## src/rtl/fbus_pkg.sv

```systemverilog
// Shared bus definitions for the frame-buffer memory target: command codes,
// burst-length decode and target state encoding.
package fbus_pkg;

  typedef enum logic [2:0] {
    CMD_IDLE    = 3'b000,
    CMD_WR_DATA = 3'b001,
    CMD_RD_REQ  = 3'b010,
    CMD_RD_DATA = 3'b011,
    CMD_WR_REQ  = 3'b100,
    CMD_WR_RESP = 3'b101,
    CMD_ERR     = 3'b111
  } cmd_e;

  typedef enum logic [2:0] {
    ST_IDLE,
    ST_WR_BID,
    ST_WR_RESP,
    ST_WR_DATA,
    ST_RD_BID,
    ST_RD_DATA
  } tgt_state_e;

  localparam logic [1:0] REQ_BID = 2'b11;

  function automatic logic [3:0] len_beats(input logic [1:0] code);
    return 4'd1 << code;
  endfunction

endpackage

```

## src/rtl/fbmem_target_if.sv

```systemverilog
// Bus-side signal bundle of fbmem_target; slave is the target view,
// master the bus/initiator view.
interface fbmem_target_if;
  logic        selin;
  logic [2:0]  cmdin;
  logic [1:0]  lenin;
  logic [31:0] addrdatain;
  logic        ackin;
  logic [1:0]  reqout;
  logic [3:0]  reqtar;
  logic [2:0]  cmdout;
  logic [1:0]  lenout;
  logic [31:0] addrdataout;

  modport slave (
    input  selin, cmdin, lenin, addrdatain, ackin,
    output reqout, reqtar, cmdout, lenout, addrdataout
  );

  modport master (
    output selin, cmdin, lenin, addrdatain, ackin,
    input  reqout, reqtar, cmdout, lenout, addrdataout
  );
endinterface

```

## src/rtl/fbmem_ram.sv

```systemverilog
// Word storage for fbmem_target: one write port, one registered read port.
// Contents are deliberately not reset.
module fbmem_ram #(
  parameter int unsigned DEPTH_LOG2 = 6
) (
  input  logic                  clk,
  input  logic                  we,
  input  logic [DEPTH_LOG2-1:0] waddr,
  input  logic [31:0]           wdata,
  input  logic [DEPTH_LOG2-1:0] raddr,
  output logic [31:0]           rdata
);
  logic [31:0] mem [0:(1 << DEPTH_LOG2)-1];

  always_ff @(posedge clk) begin
    if (we) mem[waddr] <= wdata;
    rdata <= mem[raddr];
  end
endmodule

```

## src/rtl/fbmem_target.sv

```systemverilog
// Bus memory target: accepts write/read burst requests, bids for the bus,
// then streams response beats. Optional range check under FBMEM_TARGET_ERR_EN.
module fbmem_target
  import fbus_pkg::*;
#(
  parameter int unsigned DEPTH_LOG2 = 6,
  parameter logic [31:0] BASE       = 32'h0001_0000,
  parameter logic [3:0]  INIT_ID    = 4'h1
) (
  input logic           clk,
  input logic           reset,
  fbmem_target_if.slave bus
);
`ifdef FBMEM_TARGET_ERR_EN
  localparam bit ERR_EN = 1'b1;
`else
  localparam bit ERR_EN = 1'b0;
`endif
  localparam logic [31:0] WIN_BYTES = 32'd4 << DEPTH_LOG2;

  tgt_state_e            state, state_n;
  logic [31:0]           addr, addr_n, addr_inc;
  logic [1:0]            len, len_n;
  logic [3:0]            cnt, cnt_n;
  logic                  err, err_n;
  logic                  start_err, last_beat, we;
  logic [DEPTH_LOG2-1:0] waddr, raddr;
  logic [31:0]           rdata;

  assign addr_inc  = addr + 32'd4;
  assign waddr     = addr[DEPTH_LOG2+1:2];
  // While streaming, fetch one word ahead so the registered read keeps pace with the beats.
  assign raddr     = (state == ST_RD_DATA) ? addr_inc[DEPTH_LOG2+1:2] : addr[DEPTH_LOG2+1:2];
  assign last_beat = (cnt == (len_beats(len) - 4'd1));
  assign start_err = ERR_EN && ((bus.addrdatain - BASE) >= WIN_BYTES);

  fbmem_ram #(.DEPTH_LOG2(DEPTH_LOG2)) u_ram (
    .clk   (clk),
    .we    (we),
    .waddr (waddr),
    .wdata (bus.addrdatain),
    .raddr (raddr),
    .rdata (rdata)
  );

  always_ff @(posedge clk or posedge reset) begin
    if (reset) begin
      state <= ST_IDLE;
      addr  <= '0;
      len   <= '0;
      cnt   <= '0;
      err   <= 1'b0;
    end else begin
      state <= state_n;
      addr  <= addr_n;
      len   <= len_n;
      cnt   <= cnt_n;
      err   <= err_n;
    end
  end

  always_comb begin
    state_n = state;
    addr_n  = addr;
    len_n   = len;
    cnt_n   = cnt;
    err_n   = err;
    we      = 1'b0;
    case (state)
      ST_IDLE: begin
        if (bus.selin && (bus.cmdin == CMD_WR_REQ || bus.cmdin == CMD_RD_REQ)) begin
          addr_n  = bus.addrdatain;
          len_n   = bus.lenin;
          cnt_n   = '0;
          err_n   = start_err;
          state_n = (bus.cmdin == CMD_WR_REQ) ? ST_WR_BID : ST_RD_BID;
        end
      end
      ST_WR_BID:  if (bus.ackin) state_n = ST_WR_RESP;
      ST_WR_RESP: state_n = ST_WR_DATA;
      ST_WR_DATA: begin
        if (bus.selin && bus.cmdin == CMD_WR_DATA) begin
          we     = !err;
          addr_n = addr_inc;
          cnt_n  = cnt + 4'd1;
          if (last_beat) begin
            cnt_n   = '0;
            state_n = ST_IDLE;
          end
        end
      end
      ST_RD_BID:  if (bus.ackin) state_n = ST_RD_DATA;
      ST_RD_DATA: begin
        addr_n = addr_inc;
        cnt_n  = cnt + 4'd1;
        if (last_beat) begin
          cnt_n   = '0;
          state_n = ST_IDLE;
        end
      end
      default:    state_n = ST_IDLE;
    endcase
  end

  always_comb begin
    bus.reqout      = '0;
    bus.reqtar      = '0;
    bus.cmdout      = CMD_IDLE;
    bus.lenout      = '0;
    bus.addrdataout = '0;
    case (state)
      ST_WR_BID, ST_RD_BID: begin
        bus.reqout = REQ_BID;
        bus.reqtar = INIT_ID;
      end
      ST_WR_RESP: begin
        bus.reqout = REQ_BID;
        bus.reqtar = INIT_ID;
        bus.cmdout = CMD_WR_RESP;
      end
      ST_RD_DATA: begin
        bus.reqout      = REQ_BID;
        bus.reqtar      = INIT_ID;
        bus.cmdout      = err ? CMD_ERR : CMD_RD_DATA;
        bus.lenout      = len;
        bus.addrdataout = err ? '0 : rdata;
      end
      default: ;
    endcase
  end
endmodule

```

## src/flat_wrapper.sv

```systemverilog
// flat-port wrapper written by rule: the top's interface ports become plain ports
module fbmem_target_flat import fbus_pkg::*;
#(
  parameter int unsigned DEPTH_LOG2 = 6,
  parameter logic [31:0] BASE       = 32'h0001_0000,
  parameter logic [3:0]  INIT_ID    = 4'h1
)
  (clk, reset, bus_selin, bus_cmdin, bus_lenin, bus_addrdatain, bus_ackin, bus_reqout, bus_reqtar, bus_cmdout, bus_lenout, bus_addrdataout);
  fbmem_target_if bus_i ();
  input logic clk;
  input logic reset;
  input wire logic [$bits(bus_i.selin)-1:0] bus_selin;
  input wire logic [$bits(bus_i.cmdin)-1:0] bus_cmdin;
  input wire logic [$bits(bus_i.lenin)-1:0] bus_lenin;
  input wire logic [$bits(bus_i.addrdatain)-1:0] bus_addrdatain;
  input wire logic [$bits(bus_i.ackin)-1:0] bus_ackin;
  output wire logic [$bits(bus_i.reqout)-1:0] bus_reqout;
  output wire logic [$bits(bus_i.reqtar)-1:0] bus_reqtar;
  output wire logic [$bits(bus_i.cmdout)-1:0] bus_cmdout;
  output wire logic [$bits(bus_i.lenout)-1:0] bus_lenout;
  output wire logic [$bits(bus_i.addrdataout)-1:0] bus_addrdataout;
  assign bus_i.selin = bus_selin;
  assign bus_i.cmdin = bus_cmdin;
  assign bus_i.lenin = bus_lenin;
  assign bus_i.addrdatain = bus_addrdatain;
  assign bus_i.ackin = bus_ackin;
  assign bus_reqout = bus_i.reqout;
  assign bus_reqtar = bus_i.reqtar;
  assign bus_cmdout = bus_i.cmdout;
  assign bus_lenout = bus_i.lenout;
  assign bus_addrdataout = bus_i.addrdataout;
  fbmem_target #(.DEPTH_LOG2(DEPTH_LOG2), .BASE(BASE), .INIT_ID(INIT_ID)) u_core (.clk(clk), .reset(reset), .bus(bus_i));
endmodule
```

## config.mk

```make
export PLATFORM = sky130hd
export DESIGN_NAME = fbmem_target_flat
export DESIGN_NICKNAME = d
export VERILOG_FILES = /design/src/rtl/fbus_pkg.sv /design/src/rtl/fbmem_target_if.sv /design/src/rtl/fbmem_ram.sv /design/src/rtl/fbmem_target.sv /design/src/flat_wrapper.sv
export SDC_FILE = /design/constraint.sdc
export NUM_CORES = 2
export LEC_CHECK = 0
export ABC_AREA = 1
export BUFFER_PORTS_ARGS = -buffer_cell sky130_fd_sc_hd__buf_2
export CORE_ASPECT_RATIO = 1.2
export CORE_UTILIZATION = 50
export DETAILED_ROUTE_END_ITERATION = 10
export PLACE_DENSITY = 0.65
export SETUP_SLACK_MARGIN = 0.2
export SYNTH_ARGS = -nofsm -noshare
export SYNTH_HDL_FRONTEND = slang
export SYNTH_HIERARCHICAL = 1
export SYNTH_SLANG_ARGS = --single-unit
```

## constraint.sdc

```tcl
create_clock -name clk -period 8.5 [get_ports clk]
set_input_delay 1.275 -clock clk [delete_from_list [all_inputs] [get_ports clk]]
set_output_delay 1.275 -clock clk [all_outputs]
set_load 0.01 [all_outputs]
```

==> flow_summary_export.csv <==
group,metric,value,unit
critical_path,path_class,"register to register",
synthesis,yosysTopAreaCell,"edfxtp_1",
clocking,cts_resized,0,
synthesis,ys_seq_area_share,74.3,%
routing,avgViaCountPerCell,5.90,
synthesis,ys.flop_type,"edfxtp_1",
clocking,numClockSinks,2095,
synthesis,syn_area,84100,um2
clocking,cts_hold_buffers,0,
synthesis,synth_seq_cells,2095,
synthesis,synthArstFlopShare,0.716,%
synthesis,synth_area_per_cell,12.0,um2
routing,drt-total-wl,238000,um
sta,rsz0062_at_grt,"no",
hold_path,hold_depth,2,
routing,drc,0,
critical_path,max_stage_delay,780,ps
clocking,h-tree-depth,4,
floorplanning,core-area,167000,um2
sta,hold_violations,0,
pwr,ir_drop,0.000784,V
critical_path,worstPathRequired,9240,ps
finish,syn_to_final_growth,10.5,%
critical_path,crit_path_end_kind,"register",
critical_path,rr_worst_depth,15,
sta,fin_crit_sh,60.8,%
floorplanning,rows,164,
critical_path,critPathArrivalTime,5910,ps
global_routing,grt_remaining_overflow,0,
finish,drive_above_1_share,8.06,%
place,gp_congestion,0.834,
sta,tns,0,ps
hold_path,min_from,"u_core/cnt[3]",
pwr,p_leak,0.0328,uW
sta,slew_headroom,10.5,%
sta,worstMarginPinSlew,1340,ps
sta,fin_crit,5170,ps
clocking,clk_latency,840,ps
floorplanning,dieArea,170000,um2
critical_path,reg2reg_slack,3330,ps
synthesis,yosys.cell_count.top_type,"nand2_1",
sta,finClkSkew,32.2,ps
synthesis,synth-edff-count,2048,
clocking,clock_path_buffers,3,
global_routing,grt_pass1_vias,52200,
clocking,tritoncts,"yes",
global_routing,antenna_found_initial,12,
critical_path,cp-startpoint,"u_core/state[1]",
synthesis,yosys.area.top_type_share,73.1,%
place,portBuffers,80,
synthesis,synthTopCellsByCount,"nand2_1 (2316), edfxtp_1 (2048), nand3_1 (1924), buf_2 (285), nor2_1 (97)",
sta,setup_viol,0,
finish,stdcell_area,93000,um2
global_routing,track_usage,27.8,%
hold_path,hp-class,"register to register",
critical_path,path_delay_family,"buffers and inverters",
critical_path,crit_buf_inv,5,
floorplanning,start_util,50.4,%
hold_path,hold_end,"u_core/cnt[3]",
job,drv_cap,0,
sta,fmax,193,MHz
finish,nets,7006,
pwr,power-per-cell-area,370,nW/um2
routing,vias,55300,
routing,dr.pass1.iters,8,
critical_path,r2r-start,"u_core/state[1]",
routing,wl_per_cell,25.3,um
clocking,cts_root_buf,"clkbuf_16",
clocking,post-cts-setup-buffers,0,
routing,detail-route-antenna-nets,0,
critical_path,critPathLaunchType,"register",
outcome,outcome,"finished, final reports clean",
synthesis,synth.area.top_cells,"edfxtp_1 (73%), nand3_1 (11%), nand2_1 (10%)",
floorplanning,fp.dieW,377,um
critical_path,crit_path_max_fanout,164,
place,placed_area,86800,um2
critical_path,rr_endpoint,"u_core/u_ram/rdata[13]",
synthesis,synth_cell_types,29,
synthesis,syn_inst,7020,
sta,drv_slew,0,
floorplanning,io_pins,84,
place,dpl.hpwl,118000,um
critical_path,slowest_stage,"buf_4",
global_routing,grt_pass1_wl,346000,um
routing,drt_iter0_drc,7239,
critical_path,crit_chain,"inv_1 > nand3_2 > buf_4 > xor2_4 > buf_12 > buf_4 > buf_4 > nand2_1 > nand3_1 > nand3_1 > nand3_1 > nand2_1 > nand2_1 > nand3_1 > nand2_1",
synthesis,ys_warn_count,6,
global_routing,grt_max_degree,193,
floorplanning,die_h,451,um
clocking,path_clk_slew,60,ps
clocking,numCtsBuffers,189,
-- metal layers --
layer / track usage (%) / routed length, um / vias up / part of all wire (%)
met5: 0 / 62 / - / 0.026
met4: 11.4 / 9760 / 8 / 4.1
met3: 5.32 / 23900 / 422 / 10
met2: 44.4 / 112000 / 2921 / 47
met1: 37.5 / 92300 / 27200 / 39
li1: - / - / 24700 / -
-- metrics by stage --
step	setup WS, ps	util [%]	hold slack (ps)	std cells	total power (uW)
after floorplan	2790	-	480	7022	21100
after global placement	3540	52.0	497	9013	25600
after detailed placement	3480	52.0	506	9013	25700
after CTS	3460	55.8	522	9363	34300
after global routing	3100	55.8	565	9364	36000
final	3330	55.8	526	9371	34400
-- worst min-delay path: stages, from the launching register on --
cell	delay, ps
dfrtp_1	370
nand2_1	60
o21ai_1	60
-- where the power goes --
group / internal, uW / switching (uW) / total [uW]
Clock: 4910 / 3710 / 8620
Sequential: 11500 / 239 / 11700
Combinational: 3560 / 10500 / 14100
Total: 19900 / 14500 / 34400
-- cell usage in the layout, fill, tap and decap left out, types with 37 or more instances in the layout --
cell       netlist  final
nand2_1       2316   2316
edfxtp_1      2048   2048
nand3_1       1924   1924
clkbuf_16        0    196
buf_4           50    116
buf_2          285     80
inv_1           66     63
nor2_4           0     56
nor2_1          97     41
clkbuf_1        79     40
clkinv_2         0     37
-- state kept, by name, summed over array words and instances (netlist names) --
signal	flops
u_core/addr	6
u_core/cnt	4
u_core/len	2
u_core/state	3
u_core/u_ram/mem	2048
u_core/u_ram/rdata	32
-- kinds of logic (layout without fill, tap and decap cells) --
group	count (synthesis)	count (layout)	share of synthesized area, %
and+or+nand+nor	4365	4365	22.4
DFF	2095	2095	74.3
buffers and inverters	532	632	3.09
AOI/OAI and AO/OA	20	20	0.119
xor gates and xnor gates	5	5	0.0520
adders and majority gates	2	2	0.0297
other	1	11	0.00446
-- final cells by class --
cell class                      instances  area [um2]
Sequential cell                      2095       62500
Fill cell                           13400       73800
Timing Repair Buffer                  210        1550
Clock buffer                          249        5230
Clock inverter                        101        1010
Antenna cell                            8        20.0
Tap cell                             2241        2800
Multi-Input combinational cell       4395       19600
Inverter                               72         307
-- worst max path at each step --
stage,to,slack (ps),cells past startpoint
6_report,u_core/u_ram/rdata[13],3330,15
5_1_grt,u_core/u_ram/rdata[13],3100,15
3_3_place_gp,u_core/u_ram/rdata[13],3540,15
2_1_floorplan,u_core/u_ram/mem[48][0],2790,8
3_5_place_dp,u_core/u_ram/rdata[13],3480,15
4_1_cts,u_core/u_ram/rdata[13],3460,15
No activity file was read; power rests on OpenSTA's default activity.
